===== config.mk =====
export PLATFORM = sky130hd
export DESIGN_NAME = mult_div_unit
export DESIGN_NICKNAME = d
export VERILOG_FILES = /design/src/rtl/pap_pkg.sv /design/src/rtl/mdu_sign_fix.sv /design/src/rtl/mult_div_unit.sv
export SDC_FILE = /design/constraint.sdc
export NUM_CORES = 1
export LEC_CHECK = 0
export ABC_AREA = 0
export CAP_MARGIN = 20
export CORE_ASPECT_RATIO = 1.5
export CORE_UTILIZATION = 50
export DETAILED_ROUTE_END_ITERATION = 6
export GPL_TIMING_DRIVEN = 1
export PLACE_DENSITY = 0.73
export SLEW_MARGIN = 20
export SYNTH_ARGS = -nofsm -noshare
export SYNTH_HDL_FRONTEND = slang
export SYNTH_SLANG_ARGS = --single-unit

===== constraint.sdc =====
create_clock -name clk -period 6.2 [get_ports clk]
set_input_delay 1.24 -clock clk [delete_from_list [all_inputs] [get_ports clk]]
set_output_delay 1.24 -clock clk [all_outputs]
set_load 0.03 [all_outputs]

===== src/rtl/pap_pkg.sv =====
// pap_pkg: shared op encodings, FSM states and iteration count for the multiply/divide unit.
package pap_pkg;
    localparam logic [1:0] OP_MULT  = 2'b00;
    localparam logic [1:0] OP_MULTU = 2'b01;
    localparam logic [1:0] OP_DIV   = 2'b10;
    localparam logic [1:0] OP_DIVU  = 2'b11;
    localparam int ITER = 32;
    typedef enum logic [1:0] {IDLE, RUN, FINISH} state_t;
endpackage


===== src/rtl/mdu_sign_fix.sv =====
// mdu_sign_fix: conditional two's-complement negate, used both for operand magnitudes and result signs.
module mdu_sign_fix #(
    parameter int W = 64
) (
    input  logic [W-1:0] x,
    input  logic         neg,
    output logic [W-1:0] y
);
    assign y = neg ? -x : x;
endmodule


===== src/rtl/mult_div_unit.sv =====
// mult_div_unit: iterative radix-2 MULT/MULTU/DIV/DIVU on unsigned magnitudes, signs restored at the end.
module mult_div_unit import pap_pkg::*; #(
    parameter int ITER = pap_pkg::ITER
) (
    input  logic        clk,
    input  logic        rst_n,
    input  logic        start,
    input  logic [1:0]  op,
    input  logic [31:0] a,
    input  logic [31:0] b,
    input  logic        we_hi,
    input  logic        we_lo,
    input  logic [31:0] wd,
    output logic        busy,
    output logic        done,
    output logic        div_by_zero,
    output logic [31:0] hi,
    output logic [31:0] lo
);
    state_t state, state_nx;
    logic [5:0]  cnt;
    logic [63:0] acc, prod;
    logic [31:0] bm, a_abs, b_abs, quo, rem;
    logic [32:0] add_s, sub_s;
    logic        a_neg, b_neg, div_r, dz, is_signed, accept;

    assign is_signed = op == OP_MULT || op == OP_DIV;
    assign accept    = state == IDLE && start;
    assign add_s     = {1'b0, acc[63:32]} + (acc[0] ? {1'b0, bm} : 33'd0);
    assign sub_s     = acc[63:31] - {1'b0, bm};

    mdu_sign_fix #(.W(32)) u_abs_a (.x(a), .neg(is_signed & a[31]), .y(a_abs));
    mdu_sign_fix #(.W(32)) u_abs_b (.x(b), .neg(is_signed & b[31]), .y(b_abs));
    mdu_sign_fix #(.W(64)) u_prod  (.x(acc), .neg(a_neg ^ b_neg), .y(prod));
    mdu_sign_fix #(.W(32)) u_quo   (.x(acc[31:0]), .neg(a_neg ^ b_neg), .y(quo));
    // remainder takes the dividend's sign; with b==0 it is |a| and so restores a exactly
    mdu_sign_fix #(.W(32)) u_rem   (.x(acc[63:32]), .neg(a_neg), .y(rem));

    always_ff @(posedge clk or negedge rst_n)
        if (!rst_n) state <= IDLE;
        else        state <= state_nx;

    always_comb
        state_nx = state == IDLE ? (start ? RUN : IDLE) :
                   state == RUN  ? (cnt == 6'(ITER - 1) ? FINISH : RUN) : IDLE;

    always_comb
        busy = state != IDLE;

    always_ff @(posedge clk or negedge rst_n)
        if (!rst_n) begin
            cnt         <= '0;
            acc         <= '0;
            bm          <= '0;
            a_neg       <= 1'b0;
            b_neg       <= 1'b0;
            div_r       <= 1'b0;
            dz          <= 1'b0;
            done        <= 1'b0;
            div_by_zero <= 1'b0;
            hi          <= '0;
            lo          <= '0;
        end else begin
            if (accept) begin
                acc   <= {32'd0, a_abs};
                bm    <= b_abs;
                a_neg <= is_signed & a[31];
                b_neg <= is_signed & b[31];
                div_r <= op[1];
                dz    <= op[1] && b == '0;
            end else if (state == RUN)
                acc <= div_r ? (sub_s[32] ? {acc[62:0], 1'b0} : {sub_s[31:0], acc[30:0], 1'b1})
                             : {add_s, acc[31:1]};
            cnt         <= (state == RUN && cnt != 6'(ITER - 1)) ? cnt + 6'd1 : 6'd0;
            done        <= state == FINISH;
            div_by_zero <= state == FINISH && dz;
            if (state == FINISH) begin
                hi <= div_r ? rem : prod[63:32];
                lo <= div_r ? (dz ? '1 : quo) : prod[31:0];
            end else if (state == IDLE) begin
                if (we_hi) hi <= wd;
                if (we_lo) lo <= wd;
            end
        end
endmodule


# Word level (Yosys, flattened, before mapping)
# Cells that the tools add are included.
dict set report word_totals {
  register_bits 174
  out_inout_bits 67
  word_cells 67
}
dict set report op_classes {
  add_sub_neg 8
  eq_ne 5
  muxes 24
  bitwise 3
  n_reduce_logical 15
}
# cell count
set ops {}
lappend ops {{32-bit 2-to-1 mux} 14}
lappend ops {{64-bit 2-to-1 mux} 5}
lappend ops {{32-bit negation} 4}
lappend ops {{64-bit negation} 1}
lappend ops {{32-bit by 32-bit adder with 33-bit output} 1}
lappend ops {{33-bit by 32-bit subtractor with 33-bit output} 1}
lappend ops {{32-bit logical NOT} 1}
lappend ops {{2-bit nonzero test} 5}
lappend ops {{6-bit by 1-bit adder with 6-bit output, second input constant} 1}
lappend ops {{6-bit by 5-bit == test with 1-bit output, second input constant} 1}
lappend ops {{2-bit 2-to-1 mux} 3}
lappend ops {{6-bit 2-to-1 mux} 1}
lappend ops {{6-bit by 5-bit != test with 1-bit output, second input constant} 1}
lappend ops {{2-bit == test, second input constant} 2}
lappend ops {{1-bit logical AND} 4}
lappend ops {{2-bit logical NOT} 2}
lappend ops {{2-bit AND reduction} 2}
lappend ops {{1-bit bitwise AND} 2}
lappend ops {{2-bit by 1-bit == test with 1-bit output, second input constant} 1}
lappend ops {{1-bit logical OR} 1}
lappend ops {{1-bit 2-to-1 mux} 1}
lappend ops {{1-bit bitwise XOR} 1}

# Longest topological paths before layout
# Gate-level depths: netlist of run 1.
dict set report logic_depth {
  depth_word 5
  ltp_mapped 15
  ltp_nobuf 14
}

# Hierarchy
# Synthesis of run 1 repeated with hierarchy kept, for this count alone.
dict set report hier_totals {
  hier_cells 2124
  hier_area_um2 16684.8
}
# module instances cells_each area_per_inst_um2
set modules_own_cells {}
lappend modules_own_cells {mult_div_unit 1 1494 12162.9}
lappend modules_own_cells {{mdu_sign_fix (u_abs_a ...)} 4 108 767.0}
lappend modules_own_cells {{mdu_sign_fix (u_prod)} 1 198 1453.9}

# Worst setup path after synthesis of run 1
# OpenSTA, ideal clock, no wires.
dict set report synth_path {
  path_type {reg-to-reg}
  start {register acc[31]}
  end {register acc[47]}
  setup_ns 0.135
  t_arrival_ns 3.513
  required_time_ns 6.065
  slack_ns 2.552
  path_stages_with_launch 15
  n_path_buf 1
  period_less_slack_ns 3.648
  path_cell_list {dfrtp_1 > clkbuf_1 > inv_1 > ha_1 > fa_1 > nand2b_1 > a211oi_2 > o41ai_2 > o211a_1 > o31a_1 > a31oi_2 > xor2_4 > mux2_2 > a22oi_1 > o21ai_0}
}
dict set report synth_via {
  elab_chain_cells 5
}
# element line_no
set synth_lines {}
lappend synth_lines {{from (decl)} mult_div_unit.sv:22} ;# logic [63:0] acc, prod;
lappend synth_lines {{from (signal assigned)} mult_div_unit.sv:65} ;# acc <= {32'd0, a_abs};
lappend synth_lines {{from (signal assigned)} mult_div_unit.sv:72} ;# acc <= div_r ? (sub_s[32] ? {acc[62:0], 1'b0} : {sub_s[31:0], acc[30:0], 1'b1})
lappend synth_lines {{33-bit by 32-bit subtractor with 33-bit output} mult_div_unit.sv:30} ;# assign sub_s = acc[63:31] - {1'b0, bm};
lappend synth_lines {{64-bit 2-to-1 mux (2 in series)} mult_div_unit.sv:72}
lappend synth_lines {{64-bit 2-to-1 mux} mult_div_unit.sv:71} ;# end else if (state == RUN)
lappend synth_lines {{64-bit 2-to-1 mux} mult_div_unit.sv:64} ;# if (accept) begin
# No other way between the ends. The select of a mux whose other input is x is not followed.
# A chain may end at the register's enable or synchronous reset.

# Worst setup path in the final report of run 1
dict set report layout_path {
  start {register acc[31]}
  end {register acc[43]}
}
# Same word-level chain as after synthesis.

==> summary.txt, run 1 <==
status - finished, final reports clean
Final Hold Viols - 0
TritonRoute pass-1 iters - 6
Vias - 14139
Worst Max-Slew Pin Slew - 1.012 ns
power per cell area - 559.3 nW/µm²
Seq cells post-synth - 174
Sw Ratio - 0.5060
r2r setup slk - 1.77 ns
Worst Setup End Kind - flop
share of the synthesized area in the top cell type - 0.3016
Peak VDD IR - 0.3039 mV
Placeable Area - 28150 µm²
max-cap violations - 0
sequential power share - 0.248
chip height - 210.1 µm
Gate Count Post-Synth - 1823
Tot Pwr - 9.428 mW
I/O pin count - 170
worst reg-to-reg path cell count - 13
CTS Buf Count - 17
area growth from synthesis to layout - 16.75%
Syn. warnings - 0
Via density - 6.223
net count after synthesis - 1997
CTS tree - built
Synth Cell Area - 14440 µm²
initial antenna violation count - 0
Reg-to-Reg End - acc[43]$_DFFE_PN0P_
LEAKAGE - 7.040 nW
clk_lat worst skew - 0.46 ns
Async SR Flop Fraction - 1.000
Unique masters post-synth - 75
clk_skew - 0.01154 ns
Crit Path Max Fanout - 24
Critical Path End - acc[43]$_DFFE_PN0P_
RSZ-0062 raised after global routing - false
Combinational Power Share - 0.635
Psw - 4.770 mW
HPWL after DPL - 35640 µm
Clk network pwr share - 0.117
crit start category - flop
period utilization - 0.7148
CP startpoint - acc[31]$_DFFE_PN0P_
RePlAce Congestion - 1.019
# hold bufs at CTS - 0
clk slew on worst S/H paths - 0.07 ns
EDFF count, synth - 0
final setup vio count - 0
CP required - 6.50 ns
first-pass GRT wire length - 73800 µm
Hold WS - 0.4720 ns
Remaining DRCs - 0
global route overflow - 0
worst hold path type - reg2reg
Avg Cell Area, Syn - 7.920 µm²
Worst R2R Start - acc[31]$_DFFE_PN0P_
die area - 29580 µm²
max-slew violations - 0
H-Tree Depth - 4
Slew headroom - 0.3234
number of global-route vias before repair - 13853
die width - 140.8 µm
largest cells by area after synthesis - dfrtp_1 (30%), o21ai_0 (7.2%), nand2_1 (6.1%), ha_1 (6.0%), xnor2_1 (5.6%)
min Tclk post-route - 4.432 ns
most frequent cells in the layout - nand2_1 (231), o21ai_0 (207), dfrtp_1 (173), clkdlybuf4s50_1 (168), nor2_1 (141)
total negative slack - 0 ns
Power Internal - 4.658 mW
final wirelength - 46210 µm
dominant synthesized flop cell - dfrtp_1
share of cells above drive strength 1 - 0.04206
crit path kind - reg2reg
cell taking the most area after synthesis - dfrtp_1
Tot GR Track Use - 0.3201
# port buffers - 169
Layout Nets - 2087
Routed Antenna Nets - 0
Inst Count DP - 2239
clock sink total - 174
most common cell after layout, fill and taps aside - nand2_1
final std cells w/o fill - 2272
Worst EP arrival - 4.73 ns
cells resized by post-CTS repair - 0
fmax - 0.2257 GHz
Root Driver - clkbuf_16
drt wl/cell - 20.34 µm
CTS Buffer Depth - 2
largest net degree at the start of global routing - 91
Initial Util - 0.5129
Post-CTS Setup Inserts - 0
Starting DRT DRC Count - 1056
ant diodes - 0
Seq/Total Area, Yosys - 0.3016
number of cell rows - 75
registers in the layout, indices dropped and copies added (netlist names), 2 cells and up:
name   count
acc       64
state      2
lo        32
cnt        6
bm        32
hi        32
worst max-delay path, cell delays in order (launching register included):
cell and delay (ns):
dfrtp_1 0.49, inv_1 0.10, ha_1 0.25, fa_1 0.39, nand2b_1 0.20, a211oi_2 0.32
o41ai_2 0.17, o211a_1 0.31, o31a_1 0.35, a31oi_2 0.30, xor2_4 0.56, buf_4 0.44
mux2i_1 0.25, o221ai_1 0.13
cell usage after synthesis (20+ instances only):
| cell | number |
|---|---|
| clkbuf_1 | 96 |
| nand2_1 | 233 |
| xnor2_1 | 93 |
| mux2i_1 | 59 |
| ha_1 | 69 |
| o211ai_1 | 37 |
| dfrtp_1 | 174 |
| o22ai_1 | 35 |
| nand2b_1 | 26 |
| nand3_1 | 25 |
| a31oi_1 | 20 |
| a21o_1 | 24 |
| nor3_1 | 46 |
| xor2_1 | 82 |
| inv_1 | 63 |
| nor2_1 | 143 |
| a21oi_1 | 109 |
| o21ai_0 | 207 |
| a22oi_1 | 24 |
stage by stage:
step | setup slack (ns) | area, µm² | utilization
6_report | 1.768 | 16860 | 0.5988
5_1_grt | 1.534 | 16860 | 0.5988
4_1_cts | 1.796 | 16840 | 0.5983
3_5_place_dp | 1.815 | 16250 | 0.5773
3_3_place_gp | 1.933 | 16250 | 0.5773
2_1_floorplan | 2.552 | 14440 | -
power by group through the flow:
stage,clock network [mW],logic (mW),registers [mW]
global route,1.15,6.55,2.40
detailed placement,0,5.88,2.34
floorplan,0,4.30,2.23
finish,1.11,5.98,2.34
CTS,1.12,5.91,2.32
global placement,0,5.79,2.32
per-layer routing:
layer	up-vias	GRT usage	wire [µm]
met5	-	0	0
met4	0	0.2189	2994
met3	150	0.03953	2244
met2	556	0.5612	23180
met1	6699	0.3619	17790
li1	6734	-	-
how the worst min path moves through the flow:
stage | slack, ns | cells after the start | start | endpoint
floorplan | 0.43 | 1 | cnt[0]$_DFF_PN0_ | cnt[0]$_DFF_PN0_
global placement | 0.45 | 1 | cnt[0]$_DFF_PN0_ | cnt[0]$_DFF_PN0_
detailed placement | 0.47 | 1 | cnt[0]$_DFF_PN0_ | cnt[0]$_DFF_PN0_
CTS | 0.47 | 1 | cnt[0]$_DFF_PN0_ | cnt[0]$_DFF_PN0_
global route | 0.50 | 1 | hi[5]$_DFFE_PN0P_ | hi[5]$_DFFE_PN0P_
finish | 0.47 | 1 | cnt[0]$_DFF_PN0_ | cnt[0]$_DFF_PN0_
kinds of logic (layout without fill, tap and decap cells):
group / after synthesis / after routing / share of synthesized area
flip-flops: 174 / 174 / 0.3016
buffers and inverters: 176 / 279 / 0.04861
multiplexers: 60 / 60 / 0.04168
AND/OR/NAND/NOR: 583 / 583 / 0.1881
AO/OA/AOI/OAI: 583 / 583 / 0.2494
adder cells (fa/ha/maj): 71 / 71 / 0.06257
XOR/XNOR: 176 / 176 / 0.1081
layout make-up:
type	instances	area, µm²
Tap cell	346	432.9
Sequential cell	174	4355
Clock inverter	13	138.9
Multi-Input combinational cell	1473	9435
Fill cell	2615	11290
Inverter	64	240.2
Timing Repair Buffer	183	1802
Clock buffer	19	452.9
No activity file was read; power rests on OpenSTA's default activity.
==> inputs of run 2 (changes only) <==
Settings changed: PLACE_DENSITY 0.73 to 0.75.
Clock period 6.2 ns to 3.9 ns, I/O delays scaled along.
==> run 2 against run 1 <==
- combinational power rose by 71%
- hold slack got worse by 0.20 ns
- power rose by 65%
- wire length fell by 0.31%
- setup slack got worse by 1.6 ns
- the flow now finishes with violations (DRC)
- non-clock buffer count rose by 71
- critical path type unchanged
==> summary.txt, run 2 (synthesis gave the netlist of run 1 again) <==
status - complete, but fails checks
failing checks - DRC
CP required - 4.20 ns (-2.30 ns)
first-pass GRT wire length - 73460 µm (-0.46%)
# port buffers - 169 (unchanged)
I/O pin count - 170 (unchanged)
initial antenna violation count - 0 (unchanged)
clk_lat worst skew - 0.46 ns (about the same)
clk slew on worst S/H paths - 0.07 ns (about the same)
CTS Buffer Depth - 2 (unchanged)
global route hottest layer - met2
RSZ-0062 raised after global routing - false
Worst Setup End Kind - flop
largest net degree at the start of global routing - 81 (-11%)
Routed Antenna Nets - 0 (unchanged)
Starting DRT DRC Count - 1019 (-3.5%)
sequential power share - 0.229 (-0.019)
CTS tree - built
final setup vio count - 0 (unchanged)
period utilization - 0.9541 (+0.2393)
most frequent cells in the layout - nand2_1 (232), o21ai_0 (207), dfrtp_1 (173), clkdlybuf4s50_1 (168), nor2_1 (142)
Power Internal - 7.860 mW (+69%)
max-cap violations - 0 (unchanged)
RePlAce Congestion - 0.9907 (-2.8%)
most common cell after layout, fill and taps aside - nand2_1
clock sink total - 174 (unchanged)
H-Tree Depth - 4 (unchanged)
Layout Nets - 2158 (+3.4%)
crit path kind - reg2reg
crit start category - flop
die width - 140.8 µm (unchanged)
share of cells above drive strength 1 - 0.07465 (+0.03259)
ant diodes - 0 (unchanged)
die area - 29580 µm² (unchanged)
global route overflow - 0 (unchanged)
final wirelength - 46070 µm (-0.31%)
GR Util met3 - 0.03771 (-0.001817)
chip height - 210.1 µm (unchanged)
max-slew violations - 0 (unchanged)
area growth from synthesis to layout - 20.68%
Clk network pwr share - 0.113 (-0.004)
Slew headroom - 0.3314 (+0.008022)
HPWL after DPL - 36260 µm (+1.8%)
Via density - 6.123 (-1.6%)
Combinational Power Share - 0.658 (+0.023)
worst hold path type - in2async
Worst EP arrival - 4.02 ns (-0.71 ns)
Tot GR Track Use - 0.3183 (-0.001732)
Tot Pwr - 15.55 mW (+65%)
number of global-route vias before repair - 13997 (+1.0%)
Remaining DRCs - 1 (+1)
Peak VDD IR - 0.4908 mV (+61%)
min Tclk post-route - 3.721 ns (-0.7106 ns)
total negative slack - 0 ns (unchanged)
TritonRoute pass-1 iters - 7 (+1)
clk_skew - 0.01098 ns (-0.0005598 ns)
met2 Use GR - 0.5711 (+0.009950)
Vias - 14341 (+1.4%)
number of cell rows - 75 (unchanged)
fmax - 0.2687 GHz (+19%)
Sw Ratio - 0.4944 (-0.01156)
Psw - 7.686 mW (+61%)
power per cell area - 892.1 nW/µm² (+60%)
dpl ws - 0.05324 ns (-1.762 ns)
Final Hold Viols - 0 (unchanged)
Worst Max-Slew Pin Slew - 1.001 ns (-0.01164 ns)
met1 global-route usage - 0.3539 (-0.008093)
Root Driver - clkbuf_16
max FFs per register - 64 (unchanged)
CTS Buf Count - 17 (unchanged)
Initial Util - 0.5129 (unchanged)
Crit Path Max Fanout - 5 (-79%)
worst setup margin - 0.1790 ns (-1.589 ns)
Largest Register - acc
Placeable Area - 28150 µm² (unchanged)
LEAKAGE - 7.409 nW (+5.2%)
drt wl/cell - 19.67 µm (-3.3%)
-- run 2: timing repair --
| action | 4_1_cts | 5_1_grt |
|---|---|---|
| gates resized for setup | 0 | 2 |
| buffers inserted | 0 | 2 |
| endpoints found under the setup margin | 0 | 2 |
| hold buffers | 0 | 0 |
-- run 2: area by class of cell --
type                       instances  area [µm²]
tap                              346       432.9
fill                            2537       10730
sequential                       174        4355
clock buffer                      19       452.9
inverter                          64       240.2
clock inverter                    12       136.4
multi-input combinational       1473        9439
timing repair buffer             254        2369
-- run 2: critical path, stage by stage, from the launching register on --
cell      delay, ns
dfrtp_1        0.34
inv_1          0.06
ha_1           0.22
fa_1           0.38
nand2b_1       0.20
a211oi_2       0.35
o41ai_2        0.17
o211a_1        0.29
o31a_1         0.37
a31oi_4        0.25
xor2_4         0.27
mux2_2         0.36
a22oi_1        0.15
o21ai_0        0.14
-- run 2: power by group through the flow --
stage	Clock, mW	Sequential (mW)	Combinational, mW
final	1.75	3.56	10.2
after global placement	0	3.54	9.85
after detailed placement	0	3.57	10.0
after CTS	1.77	3.53	10.1
after global routing	1.84	3.65	11.1
after floorplan	0	3.54	6.83
-- run 2: worst paths after layout --
kind | startpoint | endpoint | slack (ns) | depth (start not counted)
worst min-delay path | rst_n | acc[37]$_DFFE_PN0P_ | 0.27 | 1
worst min register to register | hi[5]$_DFFE_PN0P_ | hi[5]$_DFFE_PN0P_ | 0.48 | 1
max in group asynchronous | rst_n | div_r$_DFFE_PN0P_ | 2.64 | 2
min in group clk | hi[5]$_DFFE_PN0P_ | hi[5]$_DFFE_PN0P_ | 0.48 | 1
worst max register to register | acc[31]$_DFFE_PN0P_ | acc[47]$_DFFE_PN0P_ | 0.18 | 13
worst max-delay path | acc[31]$_DFFE_PN0P_ | acc[47]$_DFFE_PN0P_ | 0.18 | 13
-- run 2: routing by layer --
metal,vias to the layer above,share of wire
met2,535,0.51
met3,146,0.043
met4,0,0.065
met5,-,0
li1,6884,-
met1,6776,0.38
-- run 2: metrics by stage --
step / utilization / cell area [µm²] / instances / hold slack, ns
2_1_floorplan: - / 14440 / 1823 / 0.4330
3_3_place_gp: 0.5972 / 16810 / 2309 / 0.4521
3_5_place_dp: 0.5972 / 16810 / 2309 / 0.4656
4_1_cts: 0.6181 / 17400 / 2340 / 0.2873
5_1_grt: 0.6190 / 17430 / 2342 / 0.3131
6_report: 0.6190 / 17430 / 2342 / 0.2692
==> inputs of run 3 (changes only) <==
Settings changed: ABC_CLOCK_PERIOD_IN_PS set to 3900.
==> results of run 3 <==
The final DEF is identical to that of run 2; final timing and power are the same.
